## config.mk

```make
export PLATFORM = sky130hd
export DESIGN_NAME = puf_arbiter_sampler
export DESIGN_NICKNAME = d
export VERILOG_FILES = /design/src/rtl/puf_pkg.sv /design/src/rtl/puf_vote_counter.sv /design/src/rtl/puf_arbiter_sampler.sv
export SDC_FILE = /design/constraint.sdc
export NUM_CORES = 1
export LEC_CHECK = 0
export CAP_MARGIN = 20
export CORE_MARGIN = 5
export CORE_UTILIZATION = 40
export DETAILED_ROUTE_END_ITERATION = 10
export PLACE_DENSITY = 0.69
export RECOVER_POWER = 100
export SLEW_MARGIN = 5
export SYNTH_ARGS = -nofsm -noshare
export SYNTH_HDL_FRONTEND = slang
export SYNTH_HIERARCHICAL = 1
export SYNTH_SLANG_ARGS = --single-unit
```

## constraint.sdc

```tcl
create_clock -name clk -period 1.8 [get_ports clk]
set_clock_uncertainty 0.15 [all_clocks]
set_input_delay 0.54 -clock clk [delete_from_list [all_inputs] [get_ports clk]]
set_output_delay 0.54 -clock clk [all_outputs]
set_load 0.1 [all_outputs]
```

## src/rtl/puf_pkg.sv

```systemverilog
// Shared definitions for the arbiter-PUF sampler: default sizes, FSM state type, counter width helper.
// Latency: n/a (declarations only).
// Backpressure: n/a.
package puf_pkg;

  localparam int PUF_SIZE_DEF   = 8;
  localparam int PUF_VOTES_DEF  = 7;
  localparam int PUF_SETTLE_DEF = 4;

  typedef enum logic [1:0] {
    IDLE  = 2'd0,
    RELAX = 2'd1,
    EVAL  = 2'd2,
    DONE  = 2'd3
  } sampler_state_t;

  // Bits needed to count 0..votes inclusive
  function automatic int vote_width(input int votes);
    return $clog2(votes + 1);
  endfunction

endpackage

```

## src/rtl/puf_vote_counter.sv

```systemverilog
// Per-bit vote counter: counts evaluations that returned 1; flags majority (and unanimity with PUF_STABILITY_MASK_EN).
// Latency: count updates on the edge after inc; majority/unanimous are combinational from the count.
// Backpressure: none; the caller bounds increments to VOTES so the counter cannot overflow.
module puf_vote_counter
  import puf_pkg::*;
#(
  parameter int VOTES = PUF_VOTES_DEF
) (
  input  logic clk,
  input  logic rst_n,
  input  logic clr,
  input  logic inc,
  output logic majority
`ifdef PUF_STABILITY_MASK_EN
  ,
  output logic unanimous
`endif
);

  localparam int CW = vote_width(VOTES);

  logic [CW-1:0] count;

  // Count ones seen on this bit; cleared when a new key request is accepted
  always_ff @(posedge clk) begin
    if (!rst_n) begin
      count <= '0;
    end else if (clr) begin
      count <= '0;
    end else if (inc) begin
      count <= count + CW'(1);
    end
  end

  assign majority = (count > CW'(VOTES / 2));

`ifdef PUF_STABILITY_MASK_EN
  assign unanimous = (count == '0) || (count == CW'(VOTES));
`endif

endmodule

```

## src/rtl/puf_arbiter_sampler.sv

```systemverilog
// Arbiter-PUF sequencer: runs VOTES relax/evaluate rounds per challenge and majority-votes each response bit into a key.
// Latency: key_valid rises 2*SETTLE*VOTES+1 cycles after the accepted start (57 with defaults).
// Backpressure: key/key_valid (and unstable under PUF_STABILITY_MASK_EN) hold in DONE until key_ready; start ignored while busy.
module puf_arbiter_sampler
  import puf_pkg::*;
#(
  parameter int SIZE   = PUF_SIZE_DEF,
  parameter int VOTES  = PUF_VOTES_DEF,
  parameter int SETTLE = PUF_SETTLE_DEF
) (
  input  logic            clk,
  input  logic            rst_n,
  input  logic            start,
  input  logic [SIZE-1:0] challenge_in,
  output logic            busy,
  output logic            enable,
  output logic [SIZE-1:0] challenge,
  input  logic [SIZE-1:0] response,
  output logic [SIZE-1:0] key,
  output logic            key_valid,
  input  logic            key_ready
`ifdef PUF_STABILITY_MASK_EN
  ,
  output logic [SIZE-1:0] unstable
`endif
);

  localparam int VW = vote_width(VOTES);
  localparam int PW = $clog2(SETTLE + 1);

  sampler_state_t state, nxt;
  logic [PW-1:0]  phase_cnt;
  logic [VW-1:0]  vote_idx;
  logic           phase_last;
  logic           clr_votes;
  logic           take_vote;
  logic           load_key;
  logic           release_key;
  logic [SIZE-1:0] maj;
`ifdef PUF_STABILITY_MASK_EN
  logic [SIZE-1:0] unan;
`endif

  assign phase_last = (phase_cnt == '0);
  assign busy       = (state != IDLE);
  assign enable     = (state == EVAL);

  // Next-state and per-cycle strobes; the first DONE cycle registers the vote result
  always_comb begin
    nxt         = state;
    clr_votes   = 1'b0;
    take_vote   = 1'b0;
    load_key    = 1'b0;
    release_key = 1'b0;
    case (state)
      IDLE: begin
        if (start) begin
          nxt       = RELAX;
          clr_votes = 1'b1;
        end
      end
      RELAX: begin
        if (phase_last) nxt = EVAL;
      end
      EVAL: begin
        if (phase_last) begin
          take_vote = 1'b1;
          nxt       = (vote_idx == VW'(VOTES - 1)) ? DONE : RELAX;
        end
      end
      DONE: begin
        if (!key_valid) begin
          load_key = 1'b1;
        end else if (key_ready) begin
          release_key = 1'b1;
          nxt         = IDLE;
        end
      end
      default: nxt = IDLE;
    endcase
  end

  // State register
  always_ff @(posedge clk) begin
    if (!rst_n) state <= IDLE;
    else        state <= nxt;
  end

  // Phase timer: reloads on every state change, counts down to the last cycle of the phase
  always_ff @(posedge clk) begin
    if (!rst_n) begin
      phase_cnt <= '0;
    end else if (state != nxt) begin
      phase_cnt <= PW'(SETTLE - 1);
    end else if (!phase_last) begin
      phase_cnt <= phase_cnt - PW'(1);
    end
  end

  // Vote index: one step per completed evaluation, cleared on accepted start
  always_ff @(posedge clk) begin
    if (!rst_n) begin
      vote_idx <= '0;
    end else if (clr_votes) begin
      vote_idx <= '0;
    end else if (take_vote) begin
      vote_idx <= vote_idx + VW'(1);
    end
  end

  // Challenge is captured once and held for the whole sequence
  always_ff @(posedge clk) begin
    if (!rst_n) begin
      challenge <= '0;
    end else if (state == IDLE && start) begin
      challenge <= challenge_in;
    end
  end

  // Key output register: loaded on the first DONE cycle, valid dropped on handshake
  always_ff @(posedge clk) begin
    if (!rst_n) begin
      key       <= '0;
      key_valid <= 1'b0;
    end else if (load_key) begin
      key       <= maj;
      key_valid <= 1'b1;
    end else if (release_key) begin
      key_valid <= 1'b0;
    end
  end

`ifdef PUF_STABILITY_MASK_EN
  // Stability mask follows key timing but clears when the key is consumed
  always_ff @(posedge clk) begin
    if (!rst_n) begin
      unstable <= '0;
    end else if (load_key) begin
      unstable <= ~unan;
    end else if (release_key) begin
      unstable <= '0;
    end
  end
`endif

  for (genvar i = 0; i < SIZE; i++) begin : g_vote
    puf_vote_counter #(
      .VOTES(VOTES)
    ) u_cnt (
      .clk      (clk),
      .rst_n    (rst_n),
      .clr      (clr_votes),
      .inc      (take_vote & response[i]),
      .majority (maj[i])
`ifdef PUF_STABILITY_MASK_EN
      ,
      .unanimous(unan[i])
`endif
    );
  end

endmodule

```

; ---- Yosys cells after proc, flatten, opt, wreduce, memory -nomap -nowiden
; Cells that the tools add are included.
[word_totals]
in_bits = 20
out_inout_bits = 19
regBits = 49
elab_cells = 75
[classes]
n_bitwise = 9
add_sub_neg = 10
eq_ne = 6
muxes = 20
reduce_logical = 7
order_cmp = 8
[ops]
columns = operator, count
row1 = 3-bit by 1-bit adder with 3-bit output (second input constant), 9
row2 = 3-bit by 2-bit > comparator with 1-bit output (second input constant), 8
row3 = 2-bit two-way mux, 8
row4 = 1-bit two-way mux, 11
row5 = 1-bit bitwise AND, 8
row6 = 2-bit case mux with 4 select lines, 1
row7 = 2-bit equality test (second input constant), 2
row8 = 2-bit nonzero test, 2
row9 = 2-bit OR reduction, 2
row10 = 3-bit equality test (second input constant), 1
row11 = 3-bit logical NOT, 1
row12 = 3-bit by 1-bit subtractor with 3-bit output (second input constant), 1
row13 = 2-bit by 1-bit equality test with 1-bit output (second input constant), 1
row14 = 2-bit logical NOT, 1
row15 = 2-bit by 1-bit != test with 1-bit output (second input constant), 1
row16 = 2-bit != test, 1
row17 = 1-bit logical AND, 1
row18 = 1-bit NOT, 1

; ---- Logic depth before layout (Yosys ltp)
; Gate-level depths: netlist (run 1).
[depth]
word_depth = 6
ltp_mapped = 7
mapped_depth_nobuf = 6

; ---- By module
; Netlist (run 1), hierarchy kept.
[modules_own_cells]
columns = mod, cells_each, area_per_inst_um2, seq_area_each_um2, n_inst
row1 = puf_vote_counter, 15, 148.9, 60.1, 8
row2 = puf_arbiter_sampler, 126, 1136.1, 500.5, 1

; ---- Worst setup path before layout (run 1)
; Ideal clock, no wire load.
[synth_path]
path_kind = register to output
start = register state[1]
end = output enable
path_stages_with_launch = 4
arrival_time_ps = 1763
path_buffers = 1
t_required_ps = 1110
setup_slack_ps = -653
cell_sequence = dfxtp_1 > buf_4 > inv_1 > nor2_1
[synth_via]
elab_chain_len = 1
[synth_lines]
columns = item, line_no
row1 = from (decl), puf_arbiter_sampler.sv:31  ; sampler_state_t state, nxt;
row2 = from (signal assigned), puf_arbiter_sampler.sv:86  ; else state <= nxt;
row3 = 2-bit equality test, puf_arbiter_sampler.sv:46  ; assign enable = (state == EVAL);
row4 = to (decl), puf_arbiter_sampler.sv:16  ; output logic enable,
; Every way passes these cells.

; ---- Worst setup path in the final report (run 1)
[layout_path]
start = input start
end = register challenge[2]
[layout_via]
elab_chain_len = 1
[layout_lines]
columns = item, line_no
row1 = from (decl), puf_arbiter_sampler.sv:13  ; input logic start,
row2 = 1-bit logical AND, puf_arbiter_sampler.sv:115  ; end else if (state == IDLE && start) begin
row3 = to (signal assigned), puf_arbiter_sampler.sv:116  ; challenge <= challenge_in;
row4 = to (decl), puf_arbiter_sampler.sv:17  ; output logic [SIZE-1:0] challenge,
; Every way passes these cells.
; A chain may end at the register's enable or synchronous reset.

==> results of run 1 <==
[logic make-up after synthesis]
kind of cell | synth area share
adders and majority gates | 0.108
and+or+nand+nor | 0.226
xor gates and xnor gates | 0.0376
muxes | 0.0737
buffers and inverters | 0.0457
AOI/OAI and AO/OA | 0.0882
DFF | 0.422
[sequential cells by signal, indices dropped and copies added, names as in the netlist]
signal,cells
g_vote.u_cnt/count,24
challenge,8
phase_cnt,3
state,2
vote_idx,3
key_valid,1
key,8
[repair_timing]
action,in CTS,in global routing
hold buffers,0,0
setup buffers,0,0
gates resized for setup,2,7
setup endpoints to repair,2,13
pin swaps,0,1
[cell type report]
type	instances	area, um2
Timing Repair Buffer	49	455
Multi-Input combinational cell	174	1230
Clock buffer	6	82.6
Fill cell	516	2620
Sequential cell	49	987
Clock inverter	2	37.5
Inverter	16	65.1
Tap cell	72	90.1
[cells in the final DEF, fill, tap and decap left out, drive strengths merged, types with 11 or more instances in the layout]
master,netlist,final
dfxtp,49,49
nor2,42,42
clkbuf,2,25
a21oi,21,21
nand2,21,21
ha,20,20
clkdlybuf4s50,0,17
mux2i,16,16
inv,15,15
buf,5,11
[metal layers]
| layer | up-vias | routed length (um) |
|---|---|---|
| li1 | 918 | - |
| met1 | 799 | 2200 |
| met2 | 35 | 2170 |
| met3 | 4 | 234 |
| met4 | 0 | 57 |
| met5 | - | 0 |
[worst max-delay path, cell delays in order]
cell             delay (ns)
clkdlybuf4s50_1        0.46
or3b_4                 0.39
clkinv_4               0.12
buf_4                  0.15
nand2_1                0.06
a21oi_1                0.11
[where the power goes]
group / switching, uW / internal [uW]
logic: 475 / 312
registers: 47.3 / 1150
clock network: 356 / 452
total: 878 / 1910
[through the flow]
stage               TNS [ns]  cell area, um2  worst slack [ns]
detailed placement     -7.79            3050            -0.275
global placement       -6.85            3050            -0.234
floorplan                  0            2340             0.101
finish                     0            2950            0.0542
global route               0            2950           0.00801
CTS                        0            3180            0.0259
[path summary, 6_finish.rpt]
kind	to	start	slack [ns]	cells after the start
setup / recovery	challenge[2]	start	0.05	6
setup reg to reg	g_vote[4].u_cnt/count[1]	phase_cnt[0]	0.10	6
hold / removal	challenge[5]	challenge[5]	0.31	2
hold reg to reg	challenge[5]	challenge[5]	0.31	2
==> impl_metrics.prom, run 1 <==
# TYPE chip_impl_metric gauge
chip_impl_info{name="outcome",value="finished clean"} 1
chip_impl_metric{name="route.detailed.vias_per_inst",unit=""} 4.77
chip_impl_info{name="rsz_0062_raised_after_global_routing",value="no"} 1
chip_impl_metric{name="finalHoldViolations",unit=""} 0
chip_impl_metric{name="numCtsBuffers",unit=""} 5
chip_impl_metric{name="grt_max_degree",unit=""} 16
chip_impl_metric{name="detail_route.wirelength",unit="um"} 4670
chip_impl_metric{name="mappedNetlistArea",unit="um2"} 2330
chip_impl_info{name="clock_tree_from_tritoncts",value="yes"} 1
chip_impl_metric{name="route.detailed.wl_per_inst",unit="um"} 12.7
chip_impl_metric{name="antenna_found_initial",unit=""} 0
chip_impl_metric{name="design.core.area",unit="um2"} 5570
chip_impl_metric{name="number_of_flops_mapped_to_enable_cells_by_yosys",unit=""} 0
chip_impl_metric{name="portBuffers",unit=""} 38
chip_impl_metric{name="yosysSeqAreaShare",unit=""} 0.422
chip_impl_metric{name="timing.critical_path.fanout_max",unit=""} 13
chip_impl_info{name="synth_top_cell_by_area",value="dfxtp_1"} 1
chip_impl_info{name="yosys-top-cells-count",value="dfxtp_1 (49), nor2_1 (42), a21oi_1 (21), nand2_1 (21), ha_1 (20)"} 1
chip_impl_info{name="timing_worst_setup_path_type",value="input port to register"} 1
chip_impl_metric{name="async_set_reset_flop_share_out_of_synthesis",unit=""} 0
chip_impl_metric{name="initial_standard_cell_utilization_of_the_core",unit=""} 0.418
chip_impl_metric{name="report.final.setup_viol",unit=""} 0
chip_impl_metric{name="violation_count_after_the_first_detailed_route_iteration",unit=""} 50
chip_impl_metric{name="placedCellCount",unit=""} 360
chip_impl_metric{name="worst_slew_margin_rel",unit=""} 0.794
chip_impl_metric{name="final_cells",unit=""} 368
chip_impl_metric{name="final_util",unit=""} 0.530
chip_impl_info{name="synth_flop_cell",value="dfxtp_1"} 1
chip_impl_metric{name="die_area",unit="um2"} 7440
chip_impl_metric{name="synthesis.area_per_instance",unit="um2"} 9.46
chip_impl_metric{name="global_route.usage.met3",unit=""} 0.0371
chip_impl_metric{name="gpl.final_weighted_congestion",unit=""} 0.769
chip_impl_metric{name="drt_drc_violations_left",unit=""} 0
chip_impl_metric{name="fmax",unit="MHz"} 573
chip_impl_metric{name="min_period_over_period",unit=""} 0.970
chip_impl_metric{name="power_density",unit="nW/um2"} 945
chip_impl_metric{name="number_of_buffers_on_the_longest_clock_path",unit=""} 2
chip_impl_metric{name="syn2layout_area_growth",unit="%"} 26.8
chip_impl_metric{name="netlist_instances",unit=""} 246
chip_impl_metric{name="gr-usage-met2",unit=""} 0.215
chip_impl_metric{name="worst_ir_drop_vdd",unit="uV"} 505
chip_impl_metric{name="critPathArrivalTime",unit="ns"} 1.83
chip_impl_metric{name="met1_track_usage_gr",unit=""} 0.167
chip_impl_metric{name="dr.pass1.iters",unit=""} 4
chip_impl_metric{name="synthDistinctLibCells",unit=""} 34
chip_impl_metric{name="number_of_storage_elements_in_the_synthesis_netlist",unit=""} 49
chip_impl_metric{name="die_h",unit="um"} 86.3
chip_impl_info{name="hold_class",value="register to register"} 1
chip_impl_metric{name="leakage",unit="uW"} 0.00124
chip_impl_metric{name="clock_latency",unit="ns"} 0.30
chip_impl_metric{name="post_synth_top_area_share",unit=""} 0.422
chip_impl_metric{name="final.min_clock_period",unit="ns"} 1.75
chip_impl_metric{name="design.portCount",unit=""} 39
chip_impl_metric{name="synthesis.yosys.warnings",unit=""} 6
chip_impl_metric{name="hpwlAfterDp",unit="um"} 3610
chip_impl_metric{name="rows",unit=""} 27
chip_impl_metric{name="tightestPinTransition",unit="ns"} 0.311
chip_impl_metric{name="grt_remaining_overflow",unit=""} 0
chip_impl_metric{name="vias_in_the_first_global_route",unit=""} 1666
chip_impl_metric{name="final_layout_size_suffix_gt1_frac",unit=""} 0.189
chip_impl_info{name="cts-root-buf",value="clkbuf_8"} 1
chip_impl_info{name="critical_path_launch_point_type",value="input port"} 1
chip_impl_metric{name="vias",unit=""} 1756
chip_impl_metric{name="cts.reportedPaths.clkPinSlew",unit="ns"} 0.09
chip_impl_info{name="worstSetupEndpointType",value="register"} 1
chip_impl_metric{name="final_antenna_net_count",unit=""} 0
chip_impl_metric{name="cp.required",unit="ns"} 1.88
chip_impl_metric{name="syn_nets",unit=""} 286
chip_impl_info{name="yosysMostFrequentCell",value="dfxtp_1"} 1
chip_impl_metric{name="drv_slew",unit=""} 0
chip_impl_metric{name="grt_pass1_wl",unit="um"} 7760
chip_impl_metric{name="cts.htree.levels",unit=""} 2
chip_impl_metric{name="final_nets",unit=""} 335
chip_impl_metric{name="final_worst_hold_slack",unit="ns"} 0.314
chip_impl_metric{name="floorplan.die.width",unit="um"} 86.3
chip_impl_metric{name="max_cap_violations",unit=""} 0
chip_impl_metric{name="tritoncts_num_sinks",unit=""} 49
chip_impl_metric{name="groute.usage.overall",unit=""} 0.131
chip_impl_metric{name="antenna_cells",unit=""} 0
chip_impl_metric{name="post-layout-total-power",unit="uW"} 2790
chip_impl_info{name="yosys-top-cells-area",value="dfxtp_1 (42%), ha_1 (11%), mux2i_1 (6.9%)"} 1
chip_impl_info{name="gr-max-usage-layer",value="met2"} 1
No activity file was read; power rests on OpenSTA's default activity.
==> run 2: changes to the inputs <==
Settings changed: DONT_BUFFER_PORTS set to 1, PLACE_DENSITY 0.69 to 0.6.
==> impl_metrics.prom, run 2 (same netlist as run 1, synthesis figures left out) <==
# TYPE chip_impl_metric gauge
chip_impl_metric{name="die_area",unit="um2"} 7440
chip_impl_metric{name="portBuffers",unit=""} 0
chip_impl_metric{name="final_antenna_net_count",unit=""} 0
chip_impl_metric{name="clkPwrFrac",unit=""} 0.292
chip_impl_info{name="cell_with_the_largest_stage_delay_on_the_worst_path",value="dfxtp_4"} 1
chip_impl_info{name="hold_path_startpoint",value="rst_n"} 1
chip_impl_info{name="timing.critical_path.from",value="state[1]"} 1
chip_impl_metric{name="drv_slew",unit=""} 0
chip_impl_metric{name="global_route.usage.met3",unit=""} 0.0513
chip_impl_metric{name="rows",unit=""} 27
chip_impl_metric{name="reg2regPathDepth",unit=""} 6
chip_impl_metric{name="met1_track_usage_gr",unit=""} 0.170
chip_impl_metric{name="design.portCount",unit=""} 39
chip_impl_metric{name="postLayoutSetupSlackWorst",unit="ns"} 0.0487
chip_impl_metric{name="sequentialPowerShare",unit=""} 0.428
chip_impl_metric{name="min_path_cells",unit=""} 2
chip_impl_metric{name="fmax",unit="MHz"} 571
chip_impl_metric{name="critPathArrivalTime",unit="ns"} 1.06
chip_impl_metric{name="grt_max_degree",unit=""} 16
chip_impl_metric{name="tritoncts_num_sinks",unit=""} 49
chip_impl_metric{name="setup-tns-final",unit="ns"} 0
chip_impl_metric{name="placement.setup.worst_slack",unit="ns"} 0.0669
chip_impl_info{name="timing_worst_setup_path_type",value="register to output port"} 1
chip_impl_metric{name="finalHoldViolations",unit=""} 0
chip_impl_info{name="reg2reg_to",value="g_vote[7].u_cnt/count[1]"} 1
chip_impl_metric{name="route.detailed.wl_per_inst",unit="um"} 13.2
chip_impl_info{name="min_to",value="state[1]"} 1
chip_impl_info{name="critical_path_launch_point_type",value="register"} 1
chip_impl_metric{name="leakage",unit="uW"} 0.00119
chip_impl_metric{name="cts-hold-fix-buffers",unit=""} 0
chip_impl_metric{name="route.detailed.vias_per_inst",unit=""} 4.86
chip_impl_metric{name="clock_latency",unit="ns"} 0.30
chip_impl_metric{name="syn2layout_area_growth",unit="%"} 19.6
chip_impl_metric{name="largest_register_ffs",unit=""} 24
chip_impl_info{name="layout_commonest_cell",value="dfxtp_1"} 1
chip_impl_metric{name="max_cap_violations",unit=""} 0
chip_impl_metric{name="vias",unit=""} 1691
chip_impl_metric{name="p_switching",unit="uW"} 894
chip_impl_metric{name="initial_standard_cell_utilization_of_the_core",unit=""} 0.418
chip_impl_metric{name="power_density",unit="nW/um2"} 1010
chip_impl_metric{name="floorplan.die.width",unit="um"} 86.3
chip_impl_metric{name="timing.critical_path.slowest_cell_delay",unit="ns"} 0.41
chip_impl_metric{name="tightestPinTransition",unit="ns"} 0.294
chip_impl_metric{name="power.switching_fraction",unit=""} 0.319
chip_impl_metric{name="drt_drc_violations_left",unit=""} 0
chip_impl_metric{name="cts.htree.levels",unit=""} 2
chip_impl_metric{name="vias_in_the_first_global_route",unit=""} 1595
chip_impl_metric{name="worst_ir_drop_vdd",unit="uV"} 541
chip_impl_metric{name="min_period_over_period",unit=""} 0.973
chip_impl_metric{name="die_h",unit="um"} 86.3
chip_impl_metric{name="violation_count_after_the_first_detailed_route_iteration",unit=""} 62
chip_impl_metric{name="antenna_cells",unit=""} 0
chip_impl_metric{name="gpl.final_weighted_congestion",unit=""} 0.757
chip_impl_info{name="outcome",value="finished clean"} 1
chip_impl_metric{name="worst_slew_margin_rel",unit=""} 0.804
chip_impl_metric{name="detail_route.wirelength",unit="um"} 4600
chip_impl_metric{name="hpwlAfterDp",unit="um"} 3250
chip_impl_metric{name="final_layout_size_suffix_gt1_frac",unit=""} 0.214
chip_impl_metric{name="cts.reportedPaths.clkPinSlew",unit="ns"} 0.09
chip_impl_metric{name="grt_remaining_overflow",unit=""} 0
chip_impl_info{name="hold_class",value="input port to register"} 1
chip_impl_metric{name="internal_power",unit="uW"} 1910
chip_impl_info{name="worstSetupEndpointType",value="output port"} 1
chip_impl_info{name="clock_tree_from_tritoncts",value="yes"} 1
chip_impl_metric{name="design.core.area",unit="um2"} 5570
chip_impl_metric{name="cp.required",unit="ns"} 1.11
chip_impl_metric{name="gr-usage-met2",unit=""} 0.189
chip_impl_metric{name="power.share.combinational",unit=""} 0.280
chip_impl_metric{name="number_of_buffers_on_the_longest_clock_path",unit=""} 2
chip_impl_info{name="biggestRegsByFlops",value="g_vote.u_cnt/count (24), challenge (8), key (8)"} 1
chip_impl_info{name="worst_r2r_startpoint",value="phase_cnt[0]"} 1
chip_impl_metric{name="dr.pass1.iters",unit=""} 4
chip_impl_info{name="gr-max-usage-layer",value="met2"} 1
chip_impl_metric{name="grt_pass1_wl",unit="um"} 7460
chip_impl_info{name="cts-root-buf",value="clkbuf_8"} 1
chip_impl_metric{name="design_area",unit="um2"} 2780
chip_impl_metric{name="setup_slack_of_the_worst_register_to_register_path",unit="ns"} 0.10
chip_impl_metric{name="final.min_clock_period",unit="ns"} 1.75
chip_impl_info{name="mostFrequentLayoutCells",value="dfxtp_1 (46), nor2_1 (41), buf_4 (25), a21oi_1 (21), nand2_1 (20)"} 1
chip_impl_metric{name="numCtsBuffers",unit=""} 5
chip_impl_info{name="worstPathCellList",value="inv_2 > nor2_4 > buf_12"} 1
chip_impl_info{name="largest-register",value="g_vote.u_cnt/count"} 1
chip_impl_metric{name="groute.usage.overall",unit=""} 0.127
chip_impl_metric{name="final_nets",unit=""} 315
chip_impl_metric{name="antenna_found_initial",unit=""} 0
chip_impl_metric{name="placedInstanceArea",unit="um2"} 2620
chip_impl_metric{name="report.final.setup_viol",unit=""} 0
chip_impl_metric{name="timing.critical_path.fanout_max",unit=""} 7
## run 2: metrics by stage
stage          cells  total power [uW]   util  hold WS (ns)
2_1_floorplan    246              1800      -         0.298
3_3_place_gp     337              1960  0.470         0.294
3_5_place_dp     337              1970  0.470         0.301
4_1_cts          347              2810  0.496         0.190
5_1_grt          348              2960  0.499         0.186
6_report         348              2800  0.499         0.206
## run 2: worst max-delay path by stage
stage | end | slack (ns)
final | enable | 0.05
after floorplan | enable | 0.10
after global placement | g_vote[1].u_cnt/count[1] | 0.10
after detailed placement | g_vote[2].u_cnt/count[1] | 0.07
after global routing | enable | -0.001
after CTS | enable | 0.01
## run 2: what timing repair did
| action | in CTS | in global routing |
|---|---|---|
| gates resized for setup | 5 | 4 |
| endpoints found under the setup margin | 2 | 16 |
| setup buffers | 2 | 1 |
| pin swaps | 1 | 2 |
| cloned | 0 | 1 |
## run 2: cell type report
| cell class | instances | area [um2] |
|---|---|---|
| tap | 72 | 90.1 |
| multi-input combinational | 175 | 1270 |
| inverter | 16 | 65.1 |
| clock inverter | 2 | 37.5 |
| timing repair buffer | 28 | 248 |
| sequential | 49 | 990 |
| clock buffer | 6 | 82.6 |
| fill | 515 | 2790 |
## run 2: critical path: cells and delay by family, from the launching register on
family	cells	cell delay [ns]
DFF	1	0.41
buffers and inverters	2	0.25
and+or+nand+nor	1	0.10
## run 2: power by group through the flow
stage	Clock, uW	Combinational (uW)	Sequential (uW)
2_1_floorplan	0	457	1340
3_3_place_gp	0	749	1210
3_5_place_dp	0	757	1210
4_1_cts	849	778	1190
5_1_grt	910	838	1210
6_report	819	786	1200
## run 2: metal layers
metal | share of wire | up-vias
li1 | - | 884
met1 | 0.48 | 759
met2 | 0.44 | 43
met3 | 0.072 | 5
met4 | 0.0083 | 0
met5 | 0 | -
==> run 3: changes to the inputs <==
Settings changed: PLACE_DENSITY 0.6 to not set, REMOVE_ABC_BUFFERS set to 1, SLEW_MARGIN 5 to 10.
==> impl_metrics.prom, run 3 (same netlist as run 1, synthesis figures left out) <==
# TYPE chip_impl_metric gauge
chip_impl_metric{name="antenna_cells",unit=""} 0
chip_impl_metric{name="final_layout_size_suffix_gt1_frac",unit=""} 0.213
chip_impl_info{name="cell_with_the_largest_stage_delay_on_the_worst_path",value="dfxtp_2"} 1
chip_impl_metric{name="placement.setup.worst_slack",unit="ns"} 0.0438
chip_impl_metric{name="timing.critical_path.slowest_cell_delay",unit="ns"} 0.40
chip_impl_info{name="largest-register",value="g_vote.u_cnt/count"} 1
chip_impl_metric{name="critPathArrivalTime",unit="ns"} 1.06
chip_impl_metric{name="clkPwrFrac",unit=""} 0.262
chip_impl_metric{name="largest_register_ffs",unit=""} 24
chip_impl_info{name="reg2reg_to",value="g_vote[4].u_cnt/count[1]"} 1
chip_impl_metric{name="placedCellCount",unit=""} 339
chip_impl_metric{name="power.share.combinational",unit=""} 0.292
chip_impl_metric{name="rows",unit=""} 27
chip_impl_metric{name="power.switching_fraction",unit=""} 0.340
chip_impl_metric{name="drv_slew",unit=""} 0
chip_impl_info{name="layout_commonest_cell",value="dfxtp_1"} 1
chip_impl_metric{name="vias",unit=""} 1722
chip_impl_metric{name="route.detailed.wl_per_inst",unit="um"} 13.5
chip_impl_info{name="timing.critical_path.from",value="state[0]"} 1
chip_impl_info{name="critical_path.endpoint",value="busy"} 1
chip_impl_metric{name="floorplan.die.width",unit="um"} 86.3
chip_impl_metric{name="dr.pass1.iters",unit=""} 4
chip_impl_metric{name="report.final.setup_viol",unit=""} 0
chip_impl_metric{name="setup_slack_of_the_worst_register_to_register_path",unit="ns"} 0.09
chip_impl_info{name="worstPathCellList",value="inv_1 > nand2_1 > buf_12"} 1
chip_impl_metric{name="number_of_buffers_on_the_longest_clock_path",unit=""} 2
chip_impl_metric{name="internal_power",unit="uW"} 1760
chip_impl_metric{name="filler_cell_count",unit=""} 549
chip_impl_metric{name="sequentialPowerShare",unit=""} 0.446
chip_impl_metric{name="antenna_found_initial",unit=""} 0
chip_impl_metric{name="gpl.final_weighted_congestion",unit=""} 0.710
chip_impl_metric{name="final_antenna_net_count",unit=""} 0
chip_impl_metric{name="worst_ir_drop_vdd",unit="uV"} 615
chip_impl_metric{name="final_worst_hold_slack",unit="ns"} 0.201
chip_impl_metric{name="final_nets",unit=""} 316
chip_impl_metric{name="cts.reportedPaths.clkPinSlew",unit="ns"} 0.10
chip_impl_metric{name="finalHoldViolations",unit=""} 0
chip_impl_metric{name="final_cells",unit=""} 349
chip_impl_metric{name="numCtsBuffers",unit=""} 5
chip_impl_metric{name="clock_latency",unit="ns"} 0.31
chip_impl_metric{name="cts.htree.levels",unit=""} 2
chip_impl_metric{name="detail_route.wirelength.met1",unit="um"} 2350
chip_impl_info{name="clock_tree_from_tritoncts",value="yes"} 1
chip_impl_info{name="biggestRegsByFlops",value="g_vote.u_cnt/count (24), challenge (8), key (8)"} 1
chip_impl_metric{name="min_period_over_period",unit=""} 0.972
chip_impl_info{name="outcome",value="finished clean"} 1
chip_impl_metric{name="final.min_clock_period",unit="ns"} 1.75
chip_impl_metric{name="die_area",unit="um2"} 7440
chip_impl_info{name="worstSetupEndpointType",value="output port"} 1
chip_impl_metric{name="max_cap_violations",unit=""} 0
chip_impl_metric{name="grt_remaining_overflow",unit=""} 0
chip_impl_metric{name="fmax",unit="MHz"} 572
chip_impl_metric{name="postLayoutSetupSlackWorst",unit="ns"} 0.0505
chip_impl_metric{name="p_switching",unit="uW"} 910
chip_impl_metric{name="tightestPinTransition",unit="ns"} 0.301
chip_impl_metric{name="drt_drc_violations_left",unit=""} 0
chip_impl_metric{name="timing.critical_path.fanout_max",unit=""} 6
chip_impl_info{name="dr.max_layer_used",value="met4"} 1
chip_impl_metric{name="cts-hold-fix-buffers",unit=""} 0
chip_impl_metric{name="dr_wl_met2",unit="um"} 2030
chip_impl_metric{name="design.core.area",unit="um2"} 5570
chip_impl_metric{name="die_h",unit="um"} 86.3
chip_impl_metric{name="violation_count_after_the_first_detailed_route_iteration",unit=""} 59
chip_impl_info{name="worst_r2r_startpoint",value="phase_cnt[0]"} 1
chip_impl_metric{name="dr_wl_met3",unit="um"} 278
chip_impl_metric{name="grt_pass1_wl",unit="um"} 7570
chip_impl_metric{name="power_density",unit="nW/um2"} 973
chip_impl_metric{name="detail_route.wirelength",unit="um"} 4700
chip_impl_metric{name="reg2regPathDepth",unit=""} 6
chip_impl_metric{name="tritoncts_num_sinks",unit=""} 49
chip_impl_metric{name="syn2layout_area_growth",unit="%"} 18.1
chip_impl_metric{name="leakage",unit="uW"} 0.00118
chip_impl_metric{name="cp.required",unit="ns"} 1.11
chip_impl_info{name="hold_path_startpoint",value="challenge_in[5]"} 1
chip_impl_info{name="hold_class",value="input port to register"} 1
chip_impl_info{name="critical_path_launch_point_type",value="register"} 1
chip_impl_metric{name="initial_standard_cell_utilization_of_the_core",unit=""} 0.418
chip_impl_metric{name="worst_slew_margin_rel",unit=""} 0.799
chip_impl_metric{name="setup-tns-final",unit="ns"} 0
chip_impl_metric{name="portBuffers",unit=""} 0
chip_impl_info{name="cts-root-buf",value="clkbuf_8"} 1
chip_impl_info{name="timing_worst_setup_path_type",value="register to output port"} 1
chip_impl_metric{name="hpwlAfterDp",unit="um"} 3380
chip_impl_metric{name="design.portCount",unit=""} 39
chip_impl_metric{name="vias_in_the_first_global_route",unit=""} 1556
chip_impl_metric{name="groute.usage.overall",unit=""} 0.128
chip_impl_info{name="mostFrequentLayoutCells",value="dfxtp_1 (47), nor2_1 (41), buf_4 (26), nand2_1 (21), a21oi_1 (21)"} 1
chip_impl_metric{name="route.detailed.vias_per_inst",unit=""} 4.93
chip_impl_metric{name="grt_max_degree",unit=""} 17
run 3: what timing repair did:
action | 4_1_cts | 5_1_grt
gates cloned | 0 | 1
buffers inserted | 0 | 1
pin swaps | 0 | 1
resized for setup | 2 | 7
endpoints found under the setup margin | 2 | 21
run 3: per-layer routing:
metal	up-vias	GRT usage
met4	0	0.0340
met2	40	0.197
met5	-	0
li1	887	-
met1	790	0.170
met3	5	0.0475
run 3: power groups by stage:
stage               clock [uW]  combinational [uW]  sequential, uW
CTS                        735                 757            1190
floorplan                    0                 416            1350
detailed placement           0                 755            1210
finish                     701                 779            1190
global route               777                 839            1200
global placement             0                 744            1210
run 3: area by class of cell:
class / instances / area, um2 / share of cell area
repair buffers: 29 / 240 / 0.0874
flip-flops and latches: 49 / 986 / 0.359
well taps: 72 / 90.1 / 0.0328
multi-input cells: 175 / 1270 / 0.461
clock inverters: 2 / 16.3 / 0.00592
clock buffers: 6 / 82.6 / 0.0301
inverters: 16 / 65.1 / 0.0237
run 3: worst min path at each step:
stage,to,slack [ns],depth (start not counted)
after floorplan,vote_idx[0],0.30,2
after global placement,challenge[4],0.29,2
after detailed placement,challenge[4],0.30,2
after CTS,challenge[5],0.19,2
after global routing,g_vote[6].u_cnt/count[0],0.19,2
final,challenge[5],0.20,2
run 3: metrics by stage:
stage               cell area, um2  total power (uW)   util
floorplan                     2290              1770      -
global placement              2610              1960  0.469
detailed placement            2610              1970  0.469
CTS                           2720              2680  0.487
global route                  2750              2820  0.493
finish                        2750              2670  0.493
run 3: critical path, delay by kind of cell (launching register included):
| family | cells | cell delay (ns) |
|---|---|---|
| flip-flops | 1 | 0.40 |
| buffers and inverters | 2 | 0.25 |
| AND/OR/NAND/NOR | 1 | 0.10 |
